==> config.mk <==
export PLATFORM = sky130hd
export DESIGN_NAME = hbridge_deadtime
export DESIGN_NICKNAME = d
export VERILOG_FILES = /design/src/rtl/dsm_pkg.sv /design/src/rtl/hbridge_deadtime_dt_counter.sv /design/src/rtl/hbridge_deadtime.sv
export SDC_FILE = /design/constraint.sdc
export NUM_CORES = 1
export LEC_CHECK = 0
export BUFFER_PORTS_ARGS = -buffer_cell sky130_fd_sc_hd__buf_2
export CORE_MARGIN = 3
export CORE_UTILIZATION = 52
export DETAILED_ROUTE_END_ITERATION = 8
export GPL_ROUTABILITY_DRIVEN = 0
export PLACE_DENSITY = 0.76
export RECOVER_POWER = 25
export SLEW_MARGIN = 20
export SYNTH_ARGS = -nofsm -noshare
export SYNTH_HDL_FRONTEND = slang
export SYNTH_SLANG_ARGS = --single-unit
==> constraint.sdc <==
create_clock -name clock -period 1.9 [get_ports clock]
set_input_delay 0.38 -clock clock [delete_from_list [all_inputs] [get_ports clock]]
set_output_delay 0.38 -clock clock [all_outputs]
set_load 0.03 [all_outputs]
==> src/rtl/dsm_pkg.sv <==
// Shared types and constants for the delta-sigma output stage: FSM state
// encoding, quantizer symbol codes and the gate pattern for each state.
package dsm_pkg;

    typedef enum logic [2:0] {
        ST_OFF   = 3'd0,
        ST_ZERO  = 3'd1,
        ST_POS   = 3'd2,
        ST_NEG   = 3'd3,
        ST_DEAD  = 3'd4,
        ST_FAULT = 3'd5
    } state_t;

    localparam logic [1:0] SYM_ZERO = 2'b00;
    localparam logic [1:0] SYM_POS  = 2'b01;
    localparam logic [1:0] SYM_NEG  = 2'b10;
    localparam logic [1:0] SYM_ILL  = 2'b11;

    // Gate vector ordering is {ha, la, hb, lb}.
    typedef struct packed {
        logic ha;
        logic la;
        logic hb;
        logic lb;
    } gates_t;

    localparam gates_t GATES_OFF  = gates_t'(4'b0000);
    localparam gates_t GATES_POS  = gates_t'(4'b1001);
    localparam gates_t GATES_NEG  = gates_t'(4'b0110);
    localparam gates_t GATES_ZERO = gates_t'(4'b0101);

    // Only the three drive states ever turn a switch on.
    function automatic gates_t gates_of(input state_t s);
        case (s)
            ST_POS:  return GATES_POS;
            ST_NEG:  return GATES_NEG;
            ST_ZERO: return GATES_ZERO;
            default: return GATES_OFF;
        endcase
    endfunction

    // The illegal symbol freewheels the bridge rather than driving it.
    function automatic state_t decode_sym(input logic [1:0] sym);
        case (sym)
            SYM_POS: return ST_POS;
            SYM_NEG: return ST_NEG;
            default: return ST_ZERO;
        endcase
    endfunction

endpackage

==> src/rtl/hbridge_deadtime_dt_counter.sv <==
// Loadable dead-time down-counter. done is high in the final dead cycle,
// i.e. while the count sits at 1; the count then runs out to 0 and idles.
module dt_counter #(
    parameter int CW = 3
) (
    input  logic          clock,
    input  logic          reset,
    input  logic          load,
    input  logic [CW-1:0] load_val,
    output logic          done
);

    logic [CW-1:0] count;

    // Load wins over decrement; decrement stops at zero.
    always_ff @(posedge clock) begin
        if (reset) begin
            count <= '0;
        end else if (load) begin
            count <= load_val;
        end else if (count != '0) begin
            count <= count - 1'b1;
        end
    end

    assign done = (count == CW'(1));

endmodule

==> src/rtl/hbridge_deadtime.sv <==
// H-bridge gate driver for the 2-bit modulator symbol stream. Every change
// of drive passes through an all-off dead window of DEAD_CYC clocks; an
// overcurrent latches an all-off fault until explicitly cleared.
//
//   state | meaning
//   OFF   | bridge disabled or just out of fault, all gates off
//   ZERO  | freewheel, la=lb=1
//   POS   | +1 drive, ha=lb=1
//   NEG   | -1 drive, hb=la=1
//   DEAD  | all gates off while the dead-time counter runs
//   FAULT | latched overcurrent, all gates off
module hbridge_deadtime
    import dsm_pkg::*;
#(
    parameter int DEAD_CYC = 4,
    parameter int CNT_W    = 8
) (
    input  logic             clock,
    input  logic             reset,
    input  logic             en,
    input  logic [1:0]       pwm,
    input  logic             fault_i,
    input  logic             fault_clr,
    output logic             ha,
    output logic             la,
    output logic             hb,
    output logic             lb,
    output logic             busy,
    output logic             fault_o,
    output logic [CNT_W-1:0] illegal_cnt
);

    localparam int CW = $clog2(DEAD_CYC + 1);

    state_t state;
    state_t state_nxt;
    state_t target;
    logic   dt_load;
    logic   dt_done;

    assign target = decode_sym(pwm);

    dt_counter #(.CW(CW)) u_dt_counter (
        .clock    (clock),
        .reset    (reset),
        .load     (dt_load),
        .load_val (CW'(DEAD_CYC)),
        .done     (dt_done)
    );

    // Next-state decode: fault beats disable, disable beats symbol changes.
    // In DEAD the symbol is only looked at in the last cycle.
    always_comb begin
        state_nxt = state;
        dt_load   = 1'b0;
        if (fault_i) begin
            state_nxt = ST_FAULT;
        end else if (state == ST_FAULT) begin
            if (fault_clr) state_nxt = ST_OFF;
        end else if (!en) begin
            state_nxt = ST_OFF;
        end else begin
            case (state)
                ST_OFF: begin
                    state_nxt = ST_DEAD;
                    dt_load   = 1'b1;
                end
                ST_ZERO, ST_POS, ST_NEG: begin
                    if (target != state) begin
                        state_nxt = ST_DEAD;
                        dt_load   = 1'b1;
                    end
                end
                ST_DEAD: begin
                    if (dt_done) state_nxt = target;
                end
                default: state_nxt = ST_OFF;
            endcase
        end
    end

    // State register with outputs decoded from the next state, so the gates
    // are registered yet always line up with the registered state.
    always_ff @(posedge clock) begin
        if (reset) begin
            state            <= ST_OFF;
            {ha, la, hb, lb} <= GATES_OFF;
            busy             <= 1'b0;
            fault_o          <= 1'b0;
        end else begin
            state            <= state_nxt;
            {ha, la, hb, lb} <= gates_of(state_nxt);
            busy             <= (state_nxt == ST_DEAD);
            fault_o          <= (state_nxt == ST_FAULT);
        end
    end

    // Saturating count of illegal symbols, independent of bridge state.
    always_ff @(posedge clock) begin
        if (reset) begin
            illegal_cnt <= '0;
        end else if (pwm == SYM_ILL && illegal_cnt != '1) begin
            illegal_cnt <= illegal_cnt + 1'b1;
        end
    end

endmodule

# [Word level (Yosys, flattened, before mapping)]
# Index checks and enable logic that the tools add are counted.
[classes] eq_ne=16 n_addsub=2 muxes=16 n_reduce_logical=6
[op_table] operator="$mux 3" n=8
[op_table] operator="$eq 3x2->1 const B" n=4
[op_table] operator="$eq 3x3->1 const B" n=4
[op_table] operator="$pmux 4 s3" n=1
[op_table] operator="$eq 3x1->1 const B" n=3
[op_table] operator="$pmux 3 s3" n=1
[op_table] operator="$add 8x1->8 const B" n=1
[op_table] operator="$ne 8x8->1 const B" n=1
[op_table] operator="$eq 2x2->1 const B" n=2
[op_table] operator="$mux 1" n=4
[op_table] operator="$pmux 2 s2" n=1
[op_table] operator="$logic_not 3->1" n=1
[op_table] operator="$ne 3x3->1" n=1
[op_table] operator="$reduce_bool 3->1" n=1
[op_table] operator="$reduce_or 3->1" n=1
[op_table] operator="$sub 3x1->3 const B" n=1
[op_table] operator="$eq 2x1->1 const B" n=1
[op_table] operator="$pmux 1 s2" n=1
[op_table] operator="$reduce_bool 2->1" n=1
[op_table] operator="$reduce_or 2->1" n=1
[op_table] operator="$logic_and 1x1->1" n=1
[word_totals] register_bits=20 wordCells=50 input_bits=7

# [Logic depth before layout (Yosys ltp)]
[depth] ltp_word=10 depth_mapped=6 depth_no_buf=6

# [Cells and area by module]
# Synthesis repeated with hierarchy kept, for this count alone.
[unflattened] hier_cells=110 hier_area_um2=1049.8
[modules_own_cells] module="hbridge_deadtime" n_inst=1 area_per_inst_um2=825.8 cells_per_inst=87 seq_area_each_um2=340.3
[modules_own_cells] module="dt_counter" n_inst=1 area_per_inst_um2=224.0 cells_per_inst=23 seq_area_each_um2=60.1

# [Least setup slack after synthesis]
# Ideal clock, no wire load.
[synth_path] path_kind="input-to-reg" startpoint="in pwm[1]" endpoint="reg fault_o" cell_stages=6 required_time_ns=1.821 setup_ns=0.079 setup_slack_ns=0.253 arrival_ns=1.568 path_cell_list="inv_1 ha_1 xor2_1 a311oi_2 o211ai_2 a211oi_2"
[synth_via] elab_chain_cells=9 word_cells_on_any_way=11 cone_classes="4 x eq/ne; 7 x mux"
[synth_rtl] item="from (decl)" line_no="hbridge_deadtime.sv:21" source="input logic [1:0] pwm,"
[synth_rtl] item="$eq 2x2->1 or $eq 2x1->1 (tied branches)" line_no="dsm_pkg.sv:44" source="case (sym)"
[synth_rtl] item="$pmux 2 s2 *" line_no="dsm_pkg.sv:44"
[synth_rtl] item="$ne 3x3->1" line_no="hbridge_deadtime.sv:69" source="if (target != state) begin"
[synth_rtl] item="$mux 3" line_no="hbridge_deadtime.sv:69"
[synth_rtl] item="$pmux 3 s3 *" line_no="hbridge_deadtime.sv:63" source="case (state)"
[synth_rtl] item="$mux 3 *" line_no="hbridge_deadtime.sv:60" source="end else if (!en) begin"
[synth_rtl] item="$mux 3 *" line_no="hbridge_deadtime.sv:58" source="end else if (state == ST_FAULT) begin"
[synth_rtl] item="$mux 3 *" line_no="hbridge_deadtime.sv:56" source="if (fault_i) begin"
[synth_rtl] item="$eq 3x3->1 *" line_no="hbridge_deadtime.sv:94" source="fault_o <= (state_nxt == ST_FAULT);"
[synth_rtl] item="to (signal assigned)" line_no="hbridge_deadtime.sv:94"
[synth_rtl] item="to (decl)" line_no="hbridge_deadtime.sv:29" source="output logic fault_o,"
# Mark *: on every way between the ends. The rest lies on a longest branch, timed or not.
# A chain may end at the register's enable or synchronous reset.

# [Final worst setup path]
[layout_path] startpoint="reg u_dt_counter.count[0]" endpoint="reg fault_o"
[layout_via] elab_chain_cells=7
[layout_rtl] item="from (decl)" line_no="hbridge_deadtime_dt_counter.sv:13" source="logic [CW-1:0] count;"
[layout_rtl] item="from (signal assigned)" line_no="hbridge_deadtime_dt_counter.sv:20" source="count <= load_val;"
[layout_rtl] item="from (signal assigned)" line_no="hbridge_deadtime_dt_counter.sv:22" source="count <= count - 1'b1;"
[layout_rtl] item="$eq 3x1->1" line_no="hbridge_deadtime_dt_counter.sv:26" source="assign done = (count == CW'(1));"
[layout_rtl] item="$mux 3" line_no="hbridge_deadtime.sv:75" source="if (dt_done) state_nxt = target;"
[layout_rtl] item="$pmux 3 s3" line_no="hbridge_deadtime.sv:63"
[layout_rtl] item="$mux 3" line_no="hbridge_deadtime.sv:60"
[layout_rtl] item="$mux 3" line_no="hbridge_deadtime.sv:58"
[layout_rtl] item="$mux 3" line_no="hbridge_deadtime.sv:56"
[layout_rtl] item="$eq 3x3->1" line_no="hbridge_deadtime.sv:94"
# Every way passes these cells.

==> run metrics <==
status completed; CP required 2120 ps; antenna viol nets, final 0; post-CTS setup buffers 0; first-pass GRT wire length 3.49 mm; largest net degree at the start of global routing 20; asr flop ratio synth 0; Finish-stage setup viols 0; drt first-iter violations 23; Worst EP arrival 1830 ps; Worst Path Max Fanout 6; total congestion overflow 0; CTS root buf clkbuf_4; Final WS setup 298 ps; EDFF count, synth 0; final worst-path cycle share 0.843; DR pass1 iterations 4; endpoint type of the worst setup path register; Total GRT Usage 0.180; vias post-DR 858; Routed WL per cell 12.9 um; DPL Wire Length 1.48 mm; clk_lat worst skew 300 ps; mean area per synthesized cell 9.38 sq um; die area 2560 sq um; Cell Count, Final, Fillers Out 155; Syn Inst Count 110; Placed Cells 152; clock transition at the registers of the reported paths 100 ps; number of global-route vias before repair 812; row cnt 15; Highest Clock Rate 624 MHz; Sink Count 20; CTS tree yes; Slew Limit Fails 0; Longest Clk Path Bufs 2; Worst Tran Pin Value 400 ps; total power 920 uW; worst min path class in -> reg; P&R area growth vs syn 12.1%; CTS H-tree depth 1; Synth cell types 36; Synth Cell Area 1030 sq um; post-synthesis sequential area ratio 0.388; crit start category register; Die X-Extent 50.6 um; Via density 5.54; Ports 21; Initial Utilization 0.573; Setup CP Type reg -> reg; Pwr Density 795 nW/um^2; ant diodes 0; drt drc 0; Peak VDD IR 561 uV; CTS buffer count 3; number of max-cap violations 0; # port buffers 20; Slew headroom 0.733; initial antenna violation count 0; P_leak 0.490 nW; pre-CTS setup slack 35.2 ps; Yosys warnings 0; core area 1800 sq um; Die Y 50.6 um; CTS Hold Bufs 0; final wirelength 2.00 mm; fin nets 146; crit path time final 1600 ps; clock skew 6.44 ps; share of cells above drive strength 1 0.146; post-synth net total 124; Final TNS setup 0 ps; Synth Flop Type dfxtp_1; Hold Vio Cnt, Final 0; Fin Hold WS 394 ps; cts repair resizes 0; RSZ-0062 raised after global routing no; Seq cells post-synth 20
## area by class of cell
class,instances,area [sq um]
inverters,9,33.8
fillers,170,644
flip-flops and latches,20,400
multi-input cells,78,579
repair buffers,20,90.1
well taps,25,31.3
clock buffers,3,22.5
## final timing paths
check,start,end,slack [ps],cells past startpoint
min,en,u_dt_counter.count[2]$_SDFFE_PP0P_,390,3
min reg2reg,illegal_cnt[6]$_SDFFE_PP0P_,illegal_cnt[6]$_SDFFE_PP0P_,510,2
max,u_dt_counter.count[0]$_SDFFE_PP0P_,fault_o$_SDFF_PP0_,300,5
max reg2reg,u_dt_counter.count[0]$_SDFFE_PP0P_,fault_o$_SDFF_PP0_,300,5
## kinds of logic (layout without fill, tap and decap cells)
kind of cell	Yosys count	after routing	synth area share
AO/OA/AOI/OAI	19	19	0.141
XOR/XNOR	7	7	0.0594
adder cells (fa/ha/maj)	7	7	0.0848
buffers and inverters	12	32	0.0509
flip-flops	20	20	0.388
multiplexers	4	4	0.0388
AND/OR/NAND/NOR	41	41	0.238
## metrics by stage
step	cell area [sq um]	utilization
finish	1160	0.642
CTS	1170	0.648
floorplan	1030	-
global placement	1140	0.635
global route	1160	0.642
detailed placement	1140	0.635
## critical path, cell delays in order, from the launching register on
cell      delay (ps)
dfxtp_1          380
ha_1             210
nor4b_1          280
a32o_1           360
nor2_1           110
a211oi_2         190
## Yosys cell counts, types with 2 or more instances
cell type / n / area [sq um]
nor4bb_1: 3 / 30.0
nand3_1: 3 / 15.0
inv_1: 9 / 33.8
a21oi_1: 4 / 20.0
nand3b_1: 2 / 15.0
nand4bb_1: 2 / 22.5
nand2_1: 5 / 18.8
clkbuf_1: 2 / 7.51
mux2i_1: 4 / 40.0
o21ai_1: 2 / 10.0
and3_1: 3 / 18.8
o211ai_1: 4 / 30.0
ha_1: 7 / 87.6
nor3_1: 2 / 10.0
and2_1: 3 / 18.8
xor2_1: 6 / 52.6
nor2_1: 11 / 41.3
dfxtp_1: 20 / 400
## flip-flops by register name, indices dropped and copies added (netlist names)
signal / flops
ha: 1
hb: 1
lb: 1
busy: 1
fault_o: 1
state: 3
illegal_cnt: 8
la: 1
u_dt_counter.count: 3
## layer usage
layer	vias up	routed length (um)	GRT usage
li1	434	-	-
met1	398	910	0.232
met2	22	959	0.283
met3	4	91	0.0356
met4	0	35	0.0942
met5	-	0	0
## cell usage in the layout, fill, tap and decap left out, types with 2 or more instances in the layout
master	Yosys	routed
a21oi_1	4	4
and2_1	3	3
and3_1	3	3
buf_2	0	12
clkbuf_1	2	8
clkbuf_4	0	3
dfxtp_1	20	20
ha_1	7	7
inv_1	9	9
mux2i_1	4	4
nand2_1	5	5
nand3_1	3	3
nand3b_1	2	2
nand4bb_1	2	2
nor2_1	11	11
nor3_1	2	2
nor4bb_1	3	3
o211ai_1	4	4
o21ai_1	2	2
xor2_1	6	6
## power breakdown
group	switching [mW]	total, mW	internal [mW]
clock network	0.123	0.197	0.0739
registers	0.0290	0.481	0.452
logic	0.132	0.242	0.110
Power figures use the tool's default switching activity.
